### src/rtl/dclock_disp_scan_pkg.sv
// ----------------------------------------------------------------------------
// dclock_disp_scan_pkg
// Shared constants for the digital-clock display path:
//   - M1_* major modes and M2_* minor modes produced by MODE_GEN
//   - 7-segment codes {g,f,e,d,c,b,a}, active high, for digits 0..9 and blank
//   - NUM_DIGITS: number of multiplexed display digits
//   - seg_code(): decimal digit -> segment pattern (anything above 9 is blank)
// No ports (package).
// ----------------------------------------------------------------------------
package dclock_disp_scan_pkg;

  // Major modes
  localparam logic [1:0] M1_TIME  = 2'd0;
  localparam logic [1:0] M1_DATE  = 2'd1;
  localparam logic [1:0] M1_TIMER = 2'd2;
  localparam logic [1:0] M1_ALARM = 2'd3;

  // Minor modes inside M1_DATE
  localparam logic [1:0] M2_DATE_G   = 2'd0;
  localparam logic [1:0] M2_DATE_MON = 2'd1;
  localparam logic [1:0] M2_DATE_DAY = 2'd2;

  localparam logic [6:0] SEG_0     = 7'h3F;
  localparam logic [6:0] SEG_1     = 7'h06;
  localparam logic [6:0] SEG_2     = 7'h5B;
  localparam logic [6:0] SEG_3     = 7'h4F;
  localparam logic [6:0] SEG_4     = 7'h66;
  localparam logic [6:0] SEG_5     = 7'h6D;
  localparam logic [6:0] SEG_6     = 7'h7D;
  localparam logic [6:0] SEG_7     = 7'h07;
  localparam logic [6:0] SEG_8     = 7'h7F;
  localparam logic [6:0] SEG_9     = 7'h6F;
  localparam logic [6:0] SEG_BLANK = 7'h00;

  localparam int NUM_DIGITS = 6;

  function automatic logic [6:0] seg_code(input logic [3:0] d);
    logic [6:0] s;
    case (d)
      4'd0:    s = SEG_0;
      4'd1:    s = SEG_1;
      4'd2:    s = SEG_2;
      4'd3:    s = SEG_3;
      4'd4:    s = SEG_4;
      4'd5:    s = SEG_5;
      4'd6:    s = SEG_6;
      4'd7:    s = SEG_7;
      4'd8:    s = SEG_8;
      4'd9:    s = SEG_9;
      default: s = SEG_BLANK;
    endcase
    return s;
  endfunction

endpackage

### src/rtl/dclock_disp_scan_bin2bcd6.sv
// ----------------------------------------------------------------------------
// dclock_disp_scan_bin2bcd6
// Combinational 6-bit binary to two-digit BCD, built from compare-subtract
// steps (40, 20, 10) instead of a divider. Values 60..63 come out literally
// with tens = 6.
// Ports:
//   in   [5:0]  binary value 0..63
//   tens [2:0]  in / 10
//   ones [3:0]  in % 10
// ----------------------------------------------------------------------------
module dclock_disp_scan_bin2bcd6 (
  input  logic [5:0] in,
  output logic [2:0] tens,
  output logic [3:0] ones
);

  logic [5:0] r;

  always_comb begin
    r    = in;
    tens = 3'd0;
    if (r >= 6'd40) begin
      r    = r - 6'd40;
      tens = tens + 3'd4;
    end
    if (r >= 6'd20) begin
      r    = r - 6'd20;
      tens = tens + 3'd2;
    end
    if (r >= 6'd10) begin
      r    = r - 6'd10;
      tens = tens + 3'd1;
    end
    ones = r[3:0];
  end

endmodule

### src/rtl/dclock_disp_scan.sv
// ----------------------------------------------------------------------------
// dclock_disp_scan
// Time-multiplexes DATE (mon/day) or TIME (hour/min/sec) onto a 6-digit
// common-drive 7-segment display. Date is shown in M1_DATE, time otherwise.
// In M2_DATE_MON / M2_DATE_DAY the field being edited blinks.
// Parameters:
//   SCAN_DIV   clk cycles each digit stays selected (>=2)
//   BLINK_DIV  clk cycles per blink half-period (>=2)
// Ports:
//   clk        system clock, rising edge
//   reset_n    asynchronous reset, active low
//   mode1[1:0] major mode          mode2[1:0] minor mode
//   mon[3:0]   month 1..12         day[5:0]   day 1..31
//   hour[4:0]  hour 0..23          min[5:0]   minute 0..59
//   sec[5:0]   second 0..59
//   digit_en[5:0] one-hot digit select, bit0 = rightmost digit
//   seg[6:0]   segments {g,f,e,d,c,b,a}, active high
//   colon      colon LED, active high
// Outputs are registered: each edge drives the digit selected by digit_idx
// during the cycle before it, together with that digit's pattern computed
// from the inputs of that same cycle.
// ----------------------------------------------------------------------------
module dclock_disp_scan
  import dclock_disp_scan_pkg::*;
#(
  parameter int SCAN_DIV  = 1000,
  parameter int BLINK_DIV = 250000
) (
  input  logic       clk,
  input  logic       reset_n,
  input  logic [1:0] mode1,
  input  logic [1:0] mode2,
  input  logic [3:0] mon,
  input  logic [5:0] day,
  input  logic [4:0] hour,
  input  logic [5:0] min,
  input  logic [5:0] sec,
  output logic [5:0] digit_en,
  output logic [6:0] seg,
  output logic       colon
);

  localparam int SW = $clog2(SCAN_DIV);
  localparam int BW = $clog2(BLINK_DIV);
  localparam logic [SW-1:0] SCAN_LAST  = SW'(SCAN_DIV - 1);
  localparam logic [BW-1:0] BLINK_LAST = BW'(BLINK_DIV - 1);
  localparam logic [2:0]    IDX_LAST   = 3'(NUM_DIGITS - 1);

  logic [SW-1:0] scan_cnt;
  logic [2:0]    digit_idx;
  logic [BW-1:0] blink_cnt;
  logic          blink_on;
  logic [3:0]    mode_q;

  logic          date_mode;
  logic          mode_chg;
  logic          blink_vis;
  logic [5:0]    pair_val;
  logic [2:0]    tens;
  logic [3:0]    ones;
  logic [3:0]    digit_val;
  logic          blank;
  logic [6:0]    seg_next;

  assign date_mode = (mode1 == M1_DATE);
  assign mode_chg  = ({mode1, mode2} != mode_q);
  // A fresh mode entry forces the field visible in the very cycle it happens,
  // before blink_on has been reloaded.
  assign blink_vis = blink_on | mode_chg;

  // Value for the digit pair under the scan: pair 0 = d1:d0, 1 = d3:d2, 2 = d5:d4.
  always_comb begin
    pair_val = 6'd0;
    case (digit_idx[2:1])
      2'd0:    pair_val = date_mode ? day : sec;
      2'd1:    pair_val = date_mode ? {2'b00, mon} : min;
      default: pair_val = date_mode ? 6'd0 : {1'b0, hour};
    endcase
  end

  dclock_disp_scan_bin2bcd6 u_bcd (
    .in   (pair_val),
    .tens (tens),
    .ones (ones)
  );

  // Odd digits carry the tens, even digits the ones.
  assign digit_val = digit_idx[0] ? {1'b0, tens} : ones;

  always_comb begin
    blank = 1'b0;
    if (date_mode) begin
      if (digit_idx[2:1] == 2'd2)
        blank = 1'b1;
      if ((mode2 == M2_DATE_MON) && !blink_vis && (digit_idx[2:1] == 2'd1))
        blank = 1'b1;
      if ((mode2 == M2_DATE_DAY) && !blink_vis && (digit_idx[2:1] == 2'd0))
        blank = 1'b1;
    end
    seg_next = blank ? SEG_BLANK : seg_code(digit_val);
  end

  always_ff @(posedge clk or negedge reset_n) begin
    if (!reset_n) begin
      scan_cnt  <= '0;
      digit_idx <= 3'd0;
      blink_cnt <= '0;
      blink_on  <= 1'b1;
      mode_q    <= 4'd0;
      digit_en  <= 6'd0;
      seg       <= 7'd0;
      colon     <= 1'b0;
    end else begin
      if (scan_cnt == SCAN_LAST) begin
        scan_cnt  <= '0;
        digit_idx <= (digit_idx == IDX_LAST) ? 3'd0 : digit_idx + 3'd1;
      end else begin
        scan_cnt <= scan_cnt + 1'b1;
      end

      if (mode_chg) begin
        blink_cnt <= '0;
        blink_on  <= 1'b1;
      end else if (blink_cnt == BLINK_LAST) begin
        blink_cnt <= '0;
        blink_on  <= ~blink_on;
      end else begin
        blink_cnt <= blink_cnt + 1'b1;
      end

      mode_q   <= {mode1, mode2};
      digit_en <= 6'b000001 << digit_idx;
      seg      <= seg_next;
      colon    <= ~date_mode;
    end
  end

endmodule

### config.mk
export PLATFORM = sky130hd
export DESIGN_NAME = dclock_disp_scan
export DESIGN_NICKNAME = d
export VERILOG_FILES = /design/src/rtl/dclock_disp_scan_pkg.sv /design/src/rtl/dclock_disp_scan_bin2bcd6.sv /design/src/rtl/dclock_disp_scan.sv
export SDC_FILE = /design/constraint.sdc
export NUM_CORES = 1
export LEC_CHECK = 0
export BUFFER_PORTS_ARGS = -buffer_cell sky130_fd_sc_hd__clkbuf_2
export CAP_MARGIN = 20
export CORE_MARGIN = 2
export CORE_UTILIZATION = 39
export DETAILED_ROUTE_END_ITERATION = 7
export HOLD_SLACK_MARGIN = 0.12
export PLACE_DENSITY_LB_ADDON = 0.08
export SKIP_CTS_REPAIR_TIMING = 1
export SYNTH_ARGS = -nofsm -noshare
export SYNTH_HDL_FRONTEND = slang
export SYNTH_HIERARCHICAL = 1
export SYNTH_SLANG_ARGS = --single-unit
### constraint.sdc
create_clock -name clk -period 6.3 [get_ports clk]
set_input_delay 0.945 -clock clk [delete_from_list [all_inputs] [get_ports clk]]
set_output_delay 0.945 -clock clk [all_outputs]
set_load 0.05 [all_outputs]
==> flow_metrics.env, run 1 <==
export IMPL_die_w_um=89.6
export IMPL_timing_rr_start="digit_idx[1]"
export IMPL_yosysTopAreaCell="dfrtp_1"
export IMPL_drv_slew=0
export IMPL_min_period_ns=4.84
export IMPL_hold_violations=0
export IMPL_die_area_um2=8030
export IMPL_period_share=0.768
export IMPL_endpoint_kind="flip-flop"
export IMPL_diodes=0
export IMPL_io_buffers=46
export IMPL_setup_tns_ns=0
export IMPL_vias=2285
export IMPL_outcome="complete, no violations"
export IMPL_max_cap_viol_count=0
export IMPL_ys_flop_type="dfrtp_1"
export IMPL_drt_iter0_drc=158
export IMPL_numCtsBuffers=5
export IMPL_reg2reg_depth=14
export IMPL_ys_types=54
export IMPL_antenna_found_initial=0
export IMPL_grt_util_met1=0.241
export IMPL_top_usage_layer="met1"
export IMPL_grt_pass1_vias=2115
export IMPL_maxClockFrequency_mhz=207
export IMPL_routedWlPerCell_um=13.3
export IMPL_multi_input_area_um2=1450
export IMPL_peakVddDrop_mv=0.107
export IMPL_power_per_cell_area_nw_per_um2=231
export IMPL_postSynthAreaPerCell_um2=9.46
export IMPL_worst_slew_pin_transition_ns=0.947
export IMPL_cp_max_fo=12
export IMPL_yosys_top_cells_area="dfrtp_1, xnor2_1, mux2i_1"
export IMPL_seq_area_frac_synth=0.438
export IMPL_rsz0062_at_grt="no"
export IMPL_ys_seq_elements=50
export IMPL_p_leak_nw=1.37
export IMPL_postSynth_asyncResetShare=1.00
export IMPL_worst_r2r_endpoint="seg[6]"
export IMPL_met3_usage=0.0311
export IMPL_cts_htree_levels=2
export IMPL_core_um2=7180
export IMPL_start_kind="input port"
export IMPL_worstSetupPathType="input port to flip-flop"
export IMPL_totalWireLength_um=5950
export IMPL_place_gp_congestion=0.895
export IMPL_cp_endpoint="seg[6]"
export IMPL_cp_startpoint="mode1[0]"
export IMPL_final_cell_mix="dfrtp_1, clkbuf_2, nor2_1"
export IMPL_firstDrtPassIters=6
export IMPL_finalSetupViolations=0
export IMPL_final_layout_size_suffix_gt1_frac=0.187
export IMPL_holdCritPathClass="flip-flop to flip-flop"
export IMPL_fin_ws_ns=1.46
export IMPL_r2r_slack_ns=1.50
export IMPL_syn_num_nets=344
export IMPL_cts_max_path_buffers=2
export IMPL_initial_utilization=0.398
export IMPL_post_route_util=0.453
export IMPL_clkTransAtPathRegs_ns=0.09
export IMPL_seqCellArea_um2=1250
export IMPL_gr_usage_met2=0.231
export IMPL_drt_antenna_violating_nets=0
export IMPL_drc_errors=0
export IMPL_synthesis_area_um2=2860
export IMPL_synthCells=302
export IMPL_core_rowCount=31
export IMPL_final_common_cell="dfrtp_1"
export IMPL_p_total_uw=752
export IMPL_nNetsFinal=389
export IMPL_die_h_um=89.6
export IMPL_yosys_warnings=6
export IMPL_grtUsageTotal=0.158
export IMPL_synth_edf_count=0
export IMPL_vias_per_cell=5.11
export IMPL_slew_headroom=0.363
export IMPL_area_delta_synth_final_pct=13.7
export IMPL_grt_max_degree=51
export IMPL_dp_slack_ns=1.26
export IMPL_worst_ep_required_time_ns=6.51
export IMPL_fin_skew_ns=0.00795
export IMPL_grt_pass1_wl_um=10100
export IMPL_gr_total_overflow=0
export IMPL_num_fill_cells=715
export IMPL_synth_top_area_frac=0.429
export IMPL_cp_arrival_ns=5.05
export IMPL_hpwl_um=4300
export IMPL_clk_latency_ns=0.30
export IMPL_cts_tree="done"
export IMPL_cts_root_buffer="clkbuf_8"
export IMPL_io_pins=47
export IMPL_clock_sinks=50
==> worst max-delay path: stages <==
cell and delay [ns]:
clkbuf_2 0.10, nor2b_1 0.12, buf_4 0.17, mux2i_1 0.12
o22a_1 0.19, a21oi_1 0.43, inv_1 0.17, ha_1 0.37
and4b_1 0.19, a221o_1 0.25, a222oi_1 0.56, o211a_1 0.24
a21oi_1 0.05, mux2i_1 0.56, mux2_2 0.41, a21oi_1 0.16
==> state kept, by name (all words and copies together), names as in the netlist <==
| register | flops |
|---|---|
| mode_q | 4 |
| blink_on | 1 |
| digit_en | 6 |
| blink_cnt | 18 |
| scan_cnt | 10 |
| digit_idx | 3 |
| seg | 7 |
| colon | 1 |
==> cell type report <==
cell class,instances,share of cell area
sequential,50,0.386
tap,99,0.0381
inverter,20,0.0231
clock inverter,1,0.00154
multi-input combinational,221,0.447
timing repair buffer,49,0.0778
clock buffer,7,0.0266
==> cell usage after synthesis (6+ instances only) <==
| library cell | number |
|---|---|
| nand2_1 | 19 |
| nor3_1 | 7 |
| o21ai_0 | 10 |
| dfrtp_1 | 49 |
| nor4_1 | 8 |
| mux2i_1 | 14 |
| inv_1 | 20 |
| o22ai_1 | 6 |
| ha_1 | 9 |
| nand3_1 | 10 |
| nor2_1 | 33 |
| clkbuf_1 | 6 |
| a21oi_1 | 25 |
| xnor2_1 | 18 |
==> report_power, final <==
group / switching [mW] / leakage, nW / total [mW] / internal, mW
registers: 0.00556 / 0.643 / 0.347 / 0.341
logic: 0.148 / 0.682 / 0.209 / 0.0612
clock network: 0.106 / 0.0482 / 0.195 / 0.0890
total: 0.260 / 1.37 / 0.752 / 0.491
==> metal layers <==
| metal | up-vias | routed length (µm) |
|---|---|---|
| met1 | 1066 | 3000 |
| li1 | 1168 | - |
| met3 | 2 | 215 |
| met2 | 49 | 2720 |
| met4 | 0 | 19 |
| met5 | - | 0 |
==> how the worst min path moves through the flow <==
stage | cells after the start | start | endpoint | slack (ns)
detailed placement | 1 | scan_cnt[0] | scan_cnt[0] | 0.45
global placement | 1 | scan_cnt[0] | scan_cnt[0] | 0.45
global route | 1 | scan_cnt[0] | scan_cnt[0] | 0.49
floorplan | 1 | scan_cnt[0] | scan_cnt[0] | 0.43
finish | 1 | scan_cnt[0] | scan_cnt[0] | 0.47
CTS | 1 | scan_cnt[0] | scan_cnt[0] | 0.47
==> metrics by stage <==
step	cell area (µm²)	hold WS, ns	std cells
detailed placement	3160	0.455	439
CTS	3250	0.469	447
finish	3250	0.468	447
global route	3250	0.495	447
floorplan	2860	0.433	302
global placement	3160	0.452	439
==> kinds of logic after synthesis <==
kind of cell / synth area share
compound gates: 0.148
xor+xnor: 0.0705
fa+ha+maj: 0.0394
buf+inv: 0.0534
flops: 0.438
mux: 0.0569
simple gates: 0.193
No activity file was read; power rests on OpenSTA's default activity.
==> run 2, diff against run 1 <==
==> constraint.sdc (replaced) <==
create_clock -name clk -period 4.7 [get_ports clk]
set_input_delay 0.705 -clock clk [delete_from_list [all_inputs] [get_ports clk]]
set_output_delay 0.705 -clock clk [all_outputs]
set_load 0.05 [all_outputs]
==> flow_metrics.env, run 2 (synthesis gave the netlist of run 1 again) <==
export IMPL_drt_iter0_drc=198
export IMPL_start_kind="flip-flop"
export IMPL_die_w_um=89.6
export IMPL_cp_slowest_stage_delay_ns=0.75
export IMPL_netSwitchingPower_uw=346
export IMPL_slew_headroom=0.416
export IMPL_fin_skew_ns=0.0139
export IMPL_pwr_share_clk=0.327
export IMPL_io_pins=47
export IMPL_peakVddDrop_mv=0.170
export IMPL_p_leak_nw=1.43
export IMPL_period_share=0.867
export IMPL_die_area_um2=8030
export IMPL_grt_max_degree=51
export IMPL_area_delta_synth_final_pct=17.0
export IMPL_maxClockFrequency_mhz=245
export IMPL_rsz0062_at_grt="no"
export IMPL_largest_reg_flops=18
export IMPL_core_rowCount=31
export IMPL_max_cap_viol_count=0
export IMPL_drv_slew=0
export IMPL_holdCritPathClass="flip-flop to flip-flop"
export IMPL_worstSetupPathType="flip-flop to flip-flop"
export IMPL_timing_rr_start="digit_idx[1]"
export IMPL_initial_utilization=0.398
export IMPL_largestRegisters="blink_cnt (18), scan_cnt (10), seg (7)"
export IMPL_min_path_cells=1
export IMPL_die_h_um=89.6
export IMPL_drt_antenna_violating_nets=0
export IMPL_power_per_cell_area_nw_per_um2=334
export IMPL_nNetsFinal=395
export IMPL_clk_latency_ns=0.30
export IMPL_comb_power_share=0.257
export IMPL_regMostFlops="blink_cnt"
export IMPL_clkTransAtPathRegs_ns=0.09
export IMPL_endpoint_kind="flip-flop"
export IMPL_firstDrtPassIters=4
export IMPL_cts_root_buffer="clkbuf_8"
export IMPL_clock_sinks=50
export IMPL_place_gp_congestion=0.827
export IMPL_vias=2299
export IMPL_p_int_uw=772
export IMPL_final_cell_mix="dfrtp_1, clkbuf_2, nor2_1"
export IMPL_cts_max_path_buffers=2
export IMPL_cts_tree="done"
export IMPL_grt_pass1_wl_um=9940
export IMPL_path_cells="mux2i_1 -> nor2_1 -> a21oi_1 -> o22ai_1 -> inv_1 -> ha_1 -> nand2b_1 -> a2111oi_0 -> a221oi_1 -> o211a_1 -> a21oi_1 -> mux2i_1 -> mux2_2 -> a21oi_1"
export IMPL_worst_r2r_endpoint="seg[6]"
export IMPL_worst_ep_required_time_ns=4.92
export IMPL_grtUsageTotal=0.157
export IMPL_placed_cells=445
export IMPL_cp_startpoint="digit_idx[1]"
export IMPL_totalWireLength_um=6030
export IMPL_hold_start="scan_cnt[0]"
export IMPL_outcome="complete, no violations"
export IMPL_switching_share=0.310
export IMPL_io_buffers=46
export IMPL_p_total_mw=1.12
export IMPL_min_period_ns=4.07
export IMPL_sequentialPowerShare=0.416
export IMPL_reg2reg_depth=14
export IMPL_antenna_found_initial=0
export IMPL_cp_slowest_cell="dfrtp_1"
export IMPL_cp_arrival_ns=4.30
export IMPL_grt_pass1_vias=2044
export IMPL_crit_top_cell="a21oi_1"
export IMPL_hpwl_um=4420
export IMPL_drc_errors=0
export IMPL_diodes=0
export IMPL_r2r_slack_ns=0.63
export IMPL_finalSetupViolations=0
export IMPL_final_layout_size_suffix_gt1_frac=0.203
export IMPL_cp_max_fo=16
export IMPL_hold_violations=0
export IMPL_cts_htree_levels=2
export IMPL_worst_slew_pin_transition_ns=0.868
export IMPL_numCtsBuffers=5
export IMPL_final_common_cell="dfrtp_1"
export IMPL_setup_tns_ns=0
export IMPL_vias_per_cell=5.08
export IMPL_routedWlPerCell_um=13.3
export IMPL_hold_end="scan_cnt[0]"
export IMPL_core_um2=7180
export IMPL_gr_total_overflow=0
export IMPL_final_cells=453
==> run 2: per-stage QoR <==
stage	utilization	hold WS, ns	area, µm²	worst slack [ns]
finish	0.466	0.466	3340	0.626
global route	0.466	0.495	3340	0.203
CTS	0.466	0.474	3340	0.615
detailed placement	0.446	0.460	3200	0.461
global placement	0.446	0.453	3200	0.512
floorplan	-	0.409	2860	0.328
==> run 2: how the worst max path moves through the flow <==
stage / cells past startpoint / slack, ns / end
detailed placement: 15 / 0.46 / seg[6]
floorplan: 14 / 0.33 / seg[6]
CTS: 14 / 0.62 / seg[6]
finish: 14 / 0.63 / seg[6]
global placement: 16 / 0.51 / seg[6]
global route: 14 / 0.20 / seg[4]
==> run 2: worst max-delay path, delay by kind of cell, from the launching register on <==
family	cells	cell delay, ns
fa+ha+maj	1	0.36
buf+inv	1	0.12
flops	1	0.75
simple gates	2	0.25
compound gates	7	1.37
mux	3	1.14
==> run 2: cell type report <==
type / count / area [µm²]
flip-flops and latches: 50 / 1250
clock buffers: 6 / 82.6
multi-input cells: 221 / 1450
well taps: 99 / 124
clock inverters: 2 / 60.1
fillers: 733 / 3830
repair buffers: 55 / 298
inverters: 20 / 75.1
==> run 2: power groups by stage <==
stage	Combinational [mW]	Sequential, mW	Clock [mW]
after floorplan	0.117	0.568	0
after global routing	0.317	0.469	0.401
final	0.287	0.465	0.366
after global placement	0.289	0.474	0
after detailed placement	0.289	0.474	0
after CTS	0.289	0.465	0.380
==> run 2: per-layer routing <==
metal	track usage	vias to the layer above	share of wire
met5	0	-	0
met4	0.0421	0	0.0085
met3	0.0311	8	0.035
met2	0.231	44	0.45
met1	0.234	1073	0.51
li1	-	1174	-
==> run 3, diff against run 2 <==
--- a/config.mk
+++ b/config.mk
@@ -7,11 +7,13 @@
 export LEC_CHECK = 0
 export BUFFER_PORTS_ARGS = -buffer_cell sky130_fd_sc_hd__clkbuf_2
 export CAP_MARGIN = 20
+export CORE_ASPECT_RATIO = 0.7
 export CORE_MARGIN = 2
 export CORE_UTILIZATION = 39
 export DETAILED_ROUTE_END_ITERATION = 7
 export HOLD_SLACK_MARGIN = 0.12
 export PLACE_DENSITY_LB_ADDON = 0.08
+export REMOVE_ABC_BUFFERS = 1
 export SKIP_CTS_REPAIR_TIMING = 1
 export SYNTH_ARGS = -nofsm -noshare
 export SYNTH_HDL_FRONTEND = slang
==> flow_metrics.env, run 3 (synthesis gave the netlist of run 1 again) <==
export IMPL_outcome="complete, no violations"
export IMPL_io_pins=47
export IMPL_slew_headroom=0.445
export IMPL_pwr_share_clk=0.260
export IMPL_largestRegisters="blink_cnt (18), scan_cnt (10), seg (7)"
export IMPL_worstSetupPathType="input port to flip-flop"
export IMPL_drt_antenna_violating_nets=0
export IMPL_diodes=0
export IMPL_hold_violations=0
export IMPL_nNetsFinal=393
export IMPL_routedWlPerCell_um=13.4
export IMPL_vias_per_cell=5.14
export IMPL_cp_arrival_ns=4.47
export IMPL_fin_skew_ns=0.00559
export IMPL_drc_errors=0
export IMPL_cp_slowest_stage_delay_ns=0.57
export IMPL_netSwitchingPower_uw=352
export IMPL_power_per_cell_area_nw_per_um2=309
export IMPL_area_delta_synth_final_pct=14.8
export IMPL_endpoint_kind="flip-flop"
export IMPL_cp_max_fo=12
export IMPL_setup_tns_ns=0
export IMPL_stdcell_area_um2=3280
export IMPL_path_cells="clkbuf_2 -> nor2b_1 -> buf_4 -> mux2i_1 -> o22a_1 -> a21oi_1 -> inv_1 -> ha_1 -> and4b_1 -> a221o_1 -> a222oi_1 -> o211a_1 -> a21oi_1 -> mux2i_1 -> mux2_2 -> a21oi_1"
export IMPL_die_w_um=106
export IMPL_grt_pass1_vias=2028
export IMPL_numCtsBuffers=5
export IMPL_antenna_found_initial=0
export IMPL_worst_ep_required_time_ns=4.93
export IMPL_gr_total_overflow=0
export IMPL_rsz0062_at_grt="no"
export IMPL_final_common_cell="dfrtp_1"
export IMPL_dr_wl_met3_um=285
export IMPL_initial_utilization=0.397
export IMPL_multi_input_area_um2=1450
export IMPL_totalWireLength_um=6020
export IMPL_r2r_slack_ns=0.47
export IMPL_p_int_uw=660
export IMPL_grt_pass1_wl_um=9940
export IMPL_post_route_util=0.456
export IMPL_cts_tree="done"
export IMPL_seqCellArea_um2=1250
export IMPL_drv_slew=0
export IMPL_firstDrtPassIters=4
export IMPL_period_share=0.901
export IMPL_comb_power_share=0.279
export IMPL_worst_r2r_endpoint="seg[6]"
export IMPL_largest_reg_flops=18
export IMPL_final_cell_mix="dfrtp_1, clkbuf_2, nor2_1"
export IMPL_core_rowCount=26
export IMPL_wl_met1_um=3320
export IMPL_io_buffers=46
export IMPL_timing_rr_start="digit_idx[1]"
export IMPL_hold_end="scan_cnt[0]"
export IMPL_clk_latency_ns=0.30
export IMPL_dpl_cell_area_um2=3190
export IMPL_finalSetupViolations=0
export IMPL_crit_top_cell="a21oi_1"
export IMPL_clkTransAtPathRegs_ns=0.09
export IMPL_drt_iter0_drc=105
export IMPL_hold_start="scan_cnt[0]"
export IMPL_grtUsageTotal=0.158
export IMPL_cts_root_buffer="clkbuf_8"
export IMPL_cp_slowest_cell="a222oi_1"
export IMPL_die_area_um2=8040
export IMPL_clock_sinks=50
export IMPL_regMostFlops="blink_cnt"
export IMPL_max_cap_viol_count=0
export IMPL_maxClockFrequency_mhz=236
export IMPL_worst_slew_pin_transition_ns=0.832
export IMPL_num_fill_cells=728
export IMPL_cts_htree_levels=2
export IMPL_peakVddDrop_mv=0.258
export IMPL_min_path_cells=1
export IMPL_holdCritPathClass="flip-flop to flip-flop"
export IMPL_start_kind="input port"
export IMPL_reg2reg_depth=14
export IMPL_met2_length_um=2380
export IMPL_sequentialPowerShare=0.462
export IMPL_p_leak_nw=1.39
export IMPL_cts_max_path_buffers=2
export IMPL_vias=2315
export IMPL_die_h_um=75.6
export IMPL_grt_max_degree=51
export IMPL_place_gp_congestion=0.826
export IMPL_min_period_ns=4.23
export IMPL_routed_top_layer="met4"
export IMPL_switching_share=0.348
export IMPL_hpwl_um=4330
export IMPL_final_layout_size_suffix_gt1_frac=0.199
export IMPL_core_um2=7190
[run 3: through the flow]
| step | hold slack (ns) | worst slack [ns] | instances | power [mW] |
|---|---|---|---|---|
| global route | 0.499 | 0.0696 | 450 | 1.07 |
| finish | 0.475 | 0.466 | 450 | 1.01 |
| global placement | 0.453 | 0.223 | 442 | 0.760 |
| detailed placement | 0.469 | 0.143 | 442 | 0.758 |
| floorplan | 0.409 | 0.162 | 291 | 0.678 |
| CTS | 0.482 | 0.468 | 450 | 1.03 |
[run 3: cell type report]
type,instances,area share
Multi-Input combinational cell,221,0.443
Inverter,20,0.0229
Clock inverter,2,0.00381
Timing Repair Buffer,53,0.0862
Sequential cell,50,0.382
Clock buffer,6,0.0252
Tap cell,98,0.0374
[run 3: routing by layer]
metal | vias to the layer above | global-route usage
met4 | 0 | 0.0395
met3 | 4 | 0.0342
li1 | 1173 | -
met2 | 59 | 0.226
met1 | 1079 | 0.242
met5 | - | 0
[run 3: power groups by stage]
stage / clock, mW / sequential, mW / combinational (mW)
5_1_grt: 0.291 / 0.469 / 0.308
6_report: 0.263 / 0.467 / 0.282
4_1_cts: 0.276 / 0.468 / 0.284
3_3_place_gp: 0 / 0.476 / 0.284
2_1_floorplan: 0 / 0.568 / 0.110
3_5_place_dp: 0 / 0.475 / 0.283
[run 3: worst max path at each step]
stage	cells after the start	from	slack, ns	to
floorplan	14	mode1[0]	0.16	seg[6]
global placement	16	mode1[0]	0.22	seg[6]
detailed placement	16	mode1[0]	0.14	seg[6]
CTS	16	mode1[0]	0.47	seg[6]
global route	14	digit_idx[1]	0.07	seg[6]
finish	16	mode1[0]	0.47	seg[6]
[run 3: critical path: cells and delay by family]
kind | cells | cell delay [ns]
buffers and inverters | 3 | 0.42
adders and majority gates | 1 | 0.35
and+or+nand+nor | 2 | 0.33
AOI/OAI and AO/OA | 7 | 1.63
muxes | 3 | 1.04
